**config.mk**
```make
export PLATFORM = sky130hd
export DESIGN_NAME = adder_share_arbiter
export DESIGN_NICKNAME = d
export VERILOG_FILES = /design/src/rtl/adder_share_arbiter.sv
export SDC_FILE = /design/constraint.sdc
export NUM_CORES = 1
export LEC_CHECK = 0
export BUFFER_PORTS_ARGS = -buffer_cell sky130_fd_sc_hd__buf_4
export CORE_MARGIN = 2
export CORE_UTILIZATION = 49
export CTS_BUF_LIST = sky130_fd_sc_hd__clkbuf_8
export DETAILED_ROUTE_END_ITERATION = 6
export PLACE_DENSITY_LB_ADDON = 0.05
export RECOVER_POWER = 25
export SYNTH_ARGS = -nofsm -noshare
export SYNTH_HDL_FRONTEND = slang
export SYNTH_SLANG_ARGS = --single-unit
```
**constraint.sdc**
```tcl
create_clock -name clk -period 2.05 [get_ports clk]
set_input_delay 0.615 -clock clk [delete_from_list [all_inputs] [get_ports clk]]
set_output_delay 0.615 -clock clk [all_outputs]
set_load 0.05 [all_outputs]
```
**src/rtl/adder_share_arbiter.sv**
```systemverilog
// adder_share_arbiter
// Two requesters share one combinational ripple adder. The winner of the
// round-robin arbitration has its operands registered onto the adder. After
// SETTLE_CYCLES clock edges the sum and carry are captured and returned with
// a one-cycle done pulse. All outputs are registered.
module adder_share_arbiter #(
    parameter int WIDTH         = 5,
    parameter int SETTLE_CYCLES = 1
) (
    input  logic             clk,
    input  logic             rst,
    input  logic             req0,
    input  logic [WIDTH-1:0] a0_in,
    input  logic [WIDTH-1:0] b0_in,
    input  logic             req1,
    input  logic [WIDTH-1:0] a1_in,
    input  logic [WIDTH-1:0] b1_in,
    output logic [WIDTH-1:0] add_a,
    output logic [WIDTH-1:0] add_b,
    input  logic [WIDTH-1:0] add_s,
    input  logic             add_cout,
    output logic             ack0,
    output logic             ack1,
    output logic             done0,
    output logic             done1,
    output logic [WIDTH-1:0] sum_out,
    output logic             cout_out,
    output logic             busy
);

    // The settle counter counts down to zero. Loading SETTLE_CYCLES-1 places
    // the capture edge exactly SETTLE_CYCLES edges after the grant edge.
    localparam logic [3:0] SETTLE_LOAD = 4'(SETTLE_CYCLES - 1);

    typedef enum logic {
        IDLE = 1'b0,
        ADD  = 1'b1
    } state_t;

    state_t           state_q, state_d;
    logic             prio_q, prio_d;
    logic             gnt_q, gnt_d;
    logic [3:0]       cnt_q, cnt_d;
    logic [WIDTH-1:0] add_a_q, add_a_d;
    logic [WIDTH-1:0] add_b_q, add_b_d;
    logic [WIDTH-1:0] sum_q, sum_d;
    logic             cout_q, cout_d;
    logic             ack0_q, ack0_d;
    logic             ack1_q, ack1_d;
    logic             done0_q, done0_d;
    logic             done1_q, done1_d;
    logic             busy_q, busy_d;
    logic             win;

    // Next-state logic: arbitration and grant in IDLE, settle countdown and
    // result capture in ADD. ack/done default low so they only ever pulse.
    always_comb begin
        state_d = state_q;
        prio_d  = prio_q;
        gnt_d   = gnt_q;
        cnt_d   = cnt_q;
        add_a_d = add_a_q;
        add_b_d = add_b_q;
        sum_d   = sum_q;
        cout_d  = cout_q;
        busy_d  = busy_q;
        ack0_d  = 1'b0;
        ack1_d  = 1'b0;
        done0_d = 1'b0;
        done1_d = 1'b0;
        win     = 1'b0;

        case (state_q)
            IDLE: begin
                if (req0 || req1) begin
                    // A lone requester always wins; a tie goes to prio.
                    win     = (req0 && req1) ? prio_q : req1;
                    add_a_d = win ? a1_in : a0_in;
                    add_b_d = win ? b1_in : b0_in;
                    ack0_d  = ~win;
                    ack1_d  = win;
                    gnt_d   = win;
                    prio_d  = ~win;
                    cnt_d   = SETTLE_LOAD;
                    busy_d  = 1'b1;
                    state_d = ADD;
                end
            end
            ADD: begin
                if (cnt_q != 4'd0) begin
                    cnt_d = cnt_q - 4'd1;
                end else begin
                    sum_d   = add_s;
                    cout_d  = add_cout;
                    done0_d = ~gnt_q;
                    done1_d = gnt_q;
                    busy_d  = 1'b0;
                    state_d = IDLE;
                end
            end
            default: begin
                state_d = IDLE;
            end
        endcase
    end

    // State and output registers; reset aborts any transaction in flight.
    always_ff @(posedge clk or posedge rst) begin
        if (rst) begin
            state_q <= IDLE;
            prio_q  <= 1'b0;
            gnt_q   <= 1'b0;
            cnt_q   <= 4'd0;
            add_a_q <= '0;
            add_b_q <= '0;
            sum_q   <= '0;
            cout_q  <= 1'b0;
            ack0_q  <= 1'b0;
            ack1_q  <= 1'b0;
            done0_q <= 1'b0;
            done1_q <= 1'b0;
            busy_q  <= 1'b0;
        end else begin
            state_q <= state_d;
            prio_q  <= prio_d;
            gnt_q   <= gnt_d;
            cnt_q   <= cnt_d;
            add_a_q <= add_a_d;
            add_b_q <= add_b_d;
            sum_q   <= sum_d;
            cout_q  <= cout_d;
            ack0_q  <= ack0_d;
            ack1_q  <= ack1_d;
            done0_q <= done0_d;
            done1_q <= done1_d;
            busy_q  <= busy_d;
        end
    end

    assign add_a    = add_a_q;
    assign add_b    = add_b_q;
    assign sum_out  = sum_q;
    assign cout_out = cout_q;
    assign ack0     = ack0_q;
    assign ack1     = ack1_q;
    assign done0    = done0_q;
    assign done1    = done1_q;
    assign busy     = busy_q;

endmodule

```
Yosys cells after proc, flatten, opt, wreduce, memory -nomap -nowiden
Cells that the tools add are included.
{"block": "op_classes", "n_reduce_logical": 7, "addsub": 1, "bitwise": 4, "n_eq_ne": 3, "n_mux": 20}
{"op": "$mux 1", "count": 13}
{"op": "$mux 5", "count": 2}
{"op": "$mux 4", "count": 2}
{"op": "$pmux 4 s2", "count": 1}
{"op": "$reduce_and 2->1", "count": 4}
{"op": "$ne 2x2->1 const B", "count": 2}
{"op": "$not 1->1", "count": 4}
{"op": "$pmux 1 s2", "count": 2}
{"op": "$reduce_bool 4->1", "count": 1}
{"op": "$sub 4x1->4 const B", "count": 1}
{"op": "$ne 2x1->1 const B", "count": 1}
{"op": "$logic_and 1x1->1", "count": 1}
{"op": "$logic_or 1x1->1", "count": 1}
{"block": "totals", "register_bits": 28, "out_inout_bits": 21, "wordCells": 48}

Longest topological paths before layout
Gate-level depths: netlist (run 1).
{"block": "logic_depth", "depth_word": 5, "mapped_depth": 5}

Least setup slack after synthesis (run 1)
OpenSTA, ideal clock, no wires.
{"block": "synth_path", "path_kind": "reg2reg", "start": "register cnt_q[0]", "end": "register cout_q, in the netlist cout_out", "slack_ps": 475, "stages_incl_launch_ff": 6, "synth_period_minus_slack_ps": 1575, "arrival_time_ps": 1450, "setup_ps": 125, "cell_sequence": "dfrtp_1 > inv_1 > ha_1 > inv_1 > nor4b_4 > mux2_2"}
{"block": "synth_between", "elab_chain_cells": 3}
{"item": "start: declaration", "line": "43", "rtl": "logic [3:0] cnt_q, cnt_d;"}
{"item": "start signal: assignment", "line": "127", "rtl": "cnt_q <= cnt_d;"}
{"item": "$reduce_bool 4->1", "line": "90", "rtl": "if (cnt_q != 4'd0) begin"}
{"item": "$not 1->1 (no source line)"}
{"item": "$reduce_and 2->1 (no source line)"}
{"item": "end signal: assignment", "line": "131", "rtl": "cout_q <= cout_d;"}
{"item": "end: declaration", "line": "47", "rtl": "logic cout_q, cout_d;"}
No other way between the ends.
A chain may end at the register's enable or synchronous reset.

Worst setup path after layout (run 1)
Same ends and word-level chain as after synthesis.

==> results.tsv, run 1 <==
stage	metric	value	unit
route	TritonRoute pass-1 iters	4	
cells_and_area	fin area	1690	µm²
synth	synthesized flop and latch total	28	
pwr	Tot Pwr	1650	µW
placed_design	Placed Area	1660	µm²
synth	Cell Area, Synth	1260	µm²
floorplan	# rows	18	
synth	post-synthesis cell count	122	
worst_setup_path	crit start category	flip-flop	
timing	count of pins over their slew limit	0	
worst_setup_path	CP max FO	9	
min_path	hold depth	1	
timing	Setup TNS Final	0	ps
clocking	clock-pin transition on the worst setup and hold timing paths	90	ps
timing	unrepaired setup endpoints after global routing	false	
global_route	total track usage	20.1	%
clocking	CTS H-tree depth	1	
worst_setup_path	max incr delay on CP	510	ps
cells_and_area	commonest non-fill, non-tap cell in the layout	buf_4	
synth	Yosys top cell area share	55.7	%
timing	post-route setup slack	282	ps
worst_setup_path	Crit path arrival time	1920	ps
pwr	internal power	996	µW
floorplan	Starting Density	51.2	%
worst_setup_path	R2R cell count	5	
cells_and_area	ant diodes	0	
worst_setup_path	r2r setup slk	280	ps
synth	Post-Syn Nets	154	
placed_design	Port Buffer Count	50	
worst_setup_path	Reg-to-Reg Start	cnt_q[0]	
timing	final setup vio count	0	
pwr	PwrDens	975	nW/µm²
timing	worst-margin pin slew	688	ps
cells_and_area	filler instances	207	
worst_setup_path	critical path's most frequent cell	inv_1	
clocking	post-CTS resize count	0	
clocking	Skew-Pair Late Insertion Delay	270	ps
pwr	Clk pwr share	17.8	%
clocking	clock root cell	clkbuf_8	
worst_setup_path	capture point of the worst path	cout_out	
timing	fmax	566	MHz
worst_setup_path	Slowest-stage cell, CP	nor4b_4	
cells_and_area	Non-Filler Instances	200	
worst_setup_path	CP Cell Sequence	inv_1 > ha_1 > inv_1 > nor4b_4 > mux2_2	
pwr	Comb pwr share	40.0	%
route	first-iteration detailed-routing DRC count	10	
clocking	# hold bufs at CTS	0	
run_status	status	completed	
floorplan	num ports	51	
worst_setup_path	FF-to-FF End	cout_out	
placed_design	Placed Instances	197	
pwr	leakage	0.000839	µW
worst_setup_path	nature of the critical path endpoint	flip-flop	
floorplan	height of the chip	54.7	µm
timing	Final Hold Fails	0	
placed_design	post-DP HPWL	1980	µm
global_route	first-pass GRT wire length	4310	µm
route	remaining antenna violation count after routing	0	
worst_setup_path	Critical Path RT	2210	ps
global_route	pin count of the biggest net entering global routing	29	
floorplan	CORE AREA	2450	µm²
global_route	gr ovfl total	0	
synth	dominant cell type by area after synthesis	dfrtp_1	
clocking	Sink Count	28	
placed_design	placer congestion estimate	0.735	
run	maxcap violations	0	
synth	Syn. warnings	0	
clocking	CTS tree	built	
pwr	NetSw	655	µW
worst_setup_path	WS Path Type	flip-flop to flip-flop	
timing	fin crit share	86.2	%
global_route	initial antenna violation count	0	
route	vias per cell	5.30	
min_path	Hold Crit Class	flip-flop to flip-flop	
clocking	post-CTS setup buffers	0	
pwr	power share of the sequential group	42.2	%
synth	synth top area cells	dfrtp_1, o21ai_0, mux2_2	
clocking	CTS Buf Count	3	
route	Avg WL per Cell	13.7	µm
pwr	switching portion of total power	39.7	%
synth	Yosys cell types	21	
timing	max_slew headroom	54.2	%
floorplan	Die Width	54.7	µm
cells_and_area	Total Nets Final	204	
cells_and_area	most frequent cells in the layout	buf_4, dfrtp_1, o21ai_0, nor2_1, a21oi_1	
global_route	vias in the first global route	976	
route	drt total wl	2750	µm
cells_and_area	share of post-route cells with drive strength above 1	37.6	%
worst_setup_path	Critical Path Source	cnt_q[0]	
floorplan	Die ar.	2990	µm²
placed_design	post-place setup slack	290	ps
timing	Final min period	1770	ps
synth	Avg Inst Size Synth	10.3	µm²
cells_and_area	synth-to-layout area growth	34.7	%
synth	sequential area share after synthesis	55.7	%
route	DR vias	1059	
timing	clk_skew	5.08	ps
route	# DRC	0	
pwr	Peak VDD IR	0.000663	V
clocking	CTS Buffer Depth	2	
==> power groups by stage <==
stage                     sequential (µW)  combinational (µW)  clock (µW)
after detailed placement              710                 665           0
after global placement                703                 657           0
final                                 697                 660         293
after CTS                             699                 666         294
after floorplan                       986                 169           0
after global routing                  712                 706         312
==> routing by layer <==
metal | up-vias | routed length [µm] | GRT usage [%]
li1 | 520 | - | -
met1 | 506 | 1280 | 28.5
met2 | 31 | 1300 | 31.9
met3 | 2 | 146 | 2.46
met4 | 0 | 10 | 6.25
met5 | - | 0 | 0
==> logic make-up after synthesis <==
| family | after synthesis | share of synthesized area (%) |
|---|---|---|
| fa+ha+maj | 2 | 1.99 |
| compound gates | 39 | 17.3 |
| simple gates | 30 | 11.9 |
| flops | 28 | 55.7 |
| mux | 10 | 8.56 |
| buf+inv | 13 | 4.48 |
==> final cells by class <==
type	count	area, µm²	area share, %
Timing Repair Buffer	53	395	23.3
Inverter	5	18.8	1.11
Multi-Input combinational cell	81	500	29.5
Sequential cell	28	701	41.4
Tap cell	30	37.5	2.22
Clock buffer	3	41.3	2.44
==> how the worst min path moves through the flow <==
stage,startpoint,endpoint
global placement,gnt_q,done0
global route,gnt_q,done0
floorplan,gnt_q,done0
detailed placement,gnt_q,done0
CTS,rst,add_a[1]
finish,gnt_q,done0
==> sequential cells by signal, indices dropped and copies added, names as in the netlist <==
name and flops:
ack0 1, ack1 1, add_a 5, add_b 5
busy 1, cnt_q 4, cout_out 1, done0 1
done1 1, gnt_q 1, prio_q 1, state_q 1
sum_out 5
==> critical path: cells and delay by family (launching register included) <==
family                     cells  cell delay, ps
and+or+nand+nor                1             510
DFF                            1             410
muxes                          1             400
buffers and inverters          2             170
adders and majority gates      1             160
==> synthesized netlist by cell type <==
| cell type | n |
|---|---|
| o31ai_1 | 1 |
| buf_4 | 1 |
| o21ba_2 | 1 |
| nand2_1 | 6 |
| inv_1 | 5 |
| o21bai_1 | 1 |
| buf_2 | 3 |
| a21oi_1 | 11 |
| nand2b_1 | 2 |
| ha_1 | 2 |
| and2_1 | 1 |
| nor2b_1 | 3 |
| nor4b_4 | 1 |
| o21ai_0 | 15 |
| dfrtp_1 | 28 |
| a31oi_1 | 10 |
| clkbuf_1 | 4 |
| mux2i_1 | 4 |
| mux2_2 | 6 |
| nor3_1 | 2 |
| nor2_1 | 15 |
==> through the flow <==
stage	hold slack, ps	utilization, %
after floorplan	416	-
after global placement	429	67.4
after detailed placement	438	67.4
after CTS	410	69.1
after global routing	487	69.0
final	445	69.0
Note: power is estimated with default switching activity, not from simulation.
==> run 2: changes to the inputs <==
- ABC_AREA: not set -> 1
- CORE_ASPECT_RATIO: not set -> 0.5
- CORE_UTILIZATION: 49 -> 50
- SLEW_MARGIN: not set -> 5
==> run 2 against run 1 <==
  * Count of clock-buffer cells in the layout is the same
  * Combinational power is 3.6% lower
  * Final cell count rose by 30%
  * Non-clock buffer count is 1 higher
  * Clock power fell by 3%
==> results.tsv, run 2 <==
stage	metric	value	unit
synth	top-count cell post-synth	nand2_1	
cells_and_area	multi-input logic area	468	µm²
synth	sequential area share after synthesis	52.8	%
clocking	clock-pin transition on the worst setup and hold timing paths	80	ps
timing	fmax	674	MHz
synth	mux cell area share after synthesis	0	%
clocking	CTS Buffer Depth	2	
cells_and_area	ant diodes	0	
global_route	total track usage	18.0	%
synth	xor and xnor area share after synthesis	0.660	%
run	maxcap violations	0	
timing	unrepaired setup endpoints after global routing	false	
route	first-iteration detailed-routing DRC count	46	
synth	Synth top cells by count	nand2_1, inv_1, dfrtp_1, nand3_1, nor2_1	
route	# DRC	0	
run_status	status	completed	
synth	Post-Synth Adder-Cell Area	1.89	%
floorplan	height of the chip	40.4	µm
synth	synthesized flop and latch total	28	
floorplan	num ports	51	
floorplan	Die ar.	3110	µm²
synth	largest family of logic cells by synthesized area	simple AND/OR/NAND/NOR gates	
cells_and_area	share of post-route cells with drive strength above 1	26.9	%
cells_and_area	fin area	1780	µm²
pwr	Peak VDD IR	0.000413	V
synth	synth top area cells	dfrtp_1, nand2_1, nand3_1	
pwr	PwrDens	903	nW/µm²
synth	Yosys top cell area share	52.8	%
synth	predominant post-synthesis flop cell	dfrtp_1	
placed_design	placer congestion estimate	0.793	
clocking	CTS tree	built	
timing	Final min period	1480	ps
cells_and_area	Reg area	701	µm²
floorplan	CORE AREA	2550	µm²
timing	fin crit share	72.3	%
placed_design	Placed Area	1740	µm²
placed_design	post-DP HPWL	2000	µm
cells_and_area	filler instances	234	
synth	Synth Area in Compound Gates	1.79	%
clocking	clock root cell	clkbuf_8	
cells_and_area	most frequent cells in the layout	nand2_1, buf_4, inv_1, dfrtp_1, nand3_1	
worst_setup_path	WS Path Type	flip-flop to output port	
synth	Post-synth EDFFs	0	
clocking	Skew-Pair Late Insertion Delay	270	ps
global_route	pin count of the biggest net entering global routing	29	
synth	dominant cell type by area after synthesis	dfrtp_1	
timing	clk_skew	1.88	ps
timing	Final Hold Fails	0	
floorplan	# rows	13	
clocking	post-CTS resize count	0	
worst_setup_path	Crit path arrival time	870	ps
timing	max_slew headroom	54.5	%
worst_setup_path	max incr delay on CP	400	ps
worst_setup_path	CP max FO	2	
timing	final setup vio count	0	
worst_setup_path	Slowest-stage cell, CP	dfrtp_1	
synth	post-synthesis cell count	172	
timing	worst-margin pin slew	683	ps
floorplan	Die Width	76.9	µm
floorplan	Starting Density	52.0	%
placed_design	Port Buffer Count	50	
route	TritonRoute pass-1 iters	4	
timing	count of pins over their slew limit	0	
route	remaining antenna violation count after routing	0	
cells_and_area	commonest non-fill, non-tap cell in the layout	nand2_1	
global_route	first-pass GRT wire length	4240	µm
synth	Syn. warnings	0	
synth	Simple-Gate Fraction of Synth Area	30.9	%
global_route	gr ovfl total	0	
global_route	initial antenna violation count	0	
worst_setup_path	crit start category	flip-flop	
worst_setup_path	worst path bufs/invs	1	
route	DR vias	1188	
pwr	leakage	0.00107	µW
timing	Setup TNS Final	0	ps
clocking	Sink Count	28	
clocking	CTS Buf Count	3	
worst_setup_path	delay-heaviest family, CP	flip-flops	
synth	Avg Inst Size Synth	7.72	µm²
worst_setup_path	CP Cell Sequence	buf_4	
worst_setup_path	nature of the critical path endpoint	output port	
cells_and_area	synth-to-layout area growth	34.0	%
synth	Post-Syn Nets	204	
worst_setup_path	Critical Path RT	1430	ps
clocking	CTS H-tree depth	1	
route	drt total wl	2580	µm
clocking	# hold bufs at CTS	0	
synth	Synth async-reset ratio	100	%
synth	Cell Area, Synth	1330	µm²
cells_and_area	Total Nets Final	257	
route	Avg WL per Cell	9.92	µm
min_path	Hold Crit Class	flip-flop to flip-flop	
route	vias per cell	4.57	
clocking	post-CTS setup buffers	0	
global_route	vias in the first global route	977	
synth	Yosys cell types	15	
## run 2: cell types whose count changed in the layout (fill, tap and decap cells not counted), sizes merged, moves of 2 or more
cell / delta
a21oi: -9
inv: +27
nor2: -6
nor3: -2
nand2: +59
a31oi: -10
mux2i: -4
o21ai: -13
nand2b: -2
nand3: +25
nor2b: -3
mux2: -6
## run 2: layout make-up
class                      instances  area share (%)
clock buffer                       3            2.32
inverter                          32            6.75
multi-input combinational        106            26.3
sequential                        28            39.4
tap                               37            2.60
timing repair buffer              54            22.6
## run 2: per-layer routing
layer	share of wire [%]	global-route usage, %	up-vias
li1	-	-	612
met1	49	24.1	534
met2	44	30.5	42
met3	6.8	5.86	0
met4	0	1.36	0
met5	0	0	-
## run 2: per-stage QoR
stage,hold WS (ps),utilization (%),setup WS (ps),total power [µW],instances
floorplan,403,-,834,1130,172
global placement,415,68.2,436,1330,257
detailed placement,418,68.2,387,1340,257
CTS,408,69.8,565,1620,260
global route,445,69.7,534,1700,260
finish,432,69.7,567,1610,260
## run 2: path summary, 6_finish.rpt
| check | start | cells after the start | slack, ps | end |
|---|---|---|---|---|
| min in group asynchronous | rst | 3 | 520 | busy |
| min | gnt_q | 1 | 430 | done0 |
| min reg2reg | gnt_q | 1 | 430 | done0 |
| max | add_b[3] | 1 | 570 | add_b[3] |
| max in group asynchronous | rst | 3 | 1090 | done0 |
| max reg2reg | cnt_q[0] | 7 | 720 | sum_out[0] |
## run 2: where the power goes
| group | switching, µW | internal, µW |
|---|---|---|
| clock network | 152 | 132 |
| logic | 437 | 198 |
| registers | 47.1 | 640 |
## run 2: cell families after synthesis
| group | count (synthesis) |
|---|---|
| AO/OA/AOI/OAI | 4 |
| flip-flops | 28 |
| adder cells (fa/ha/maj) | 2 |
| XOR/XNOR | 1 |
| buffers and inverters | 38 |
| AND/OR/NAND/NOR | 99 |
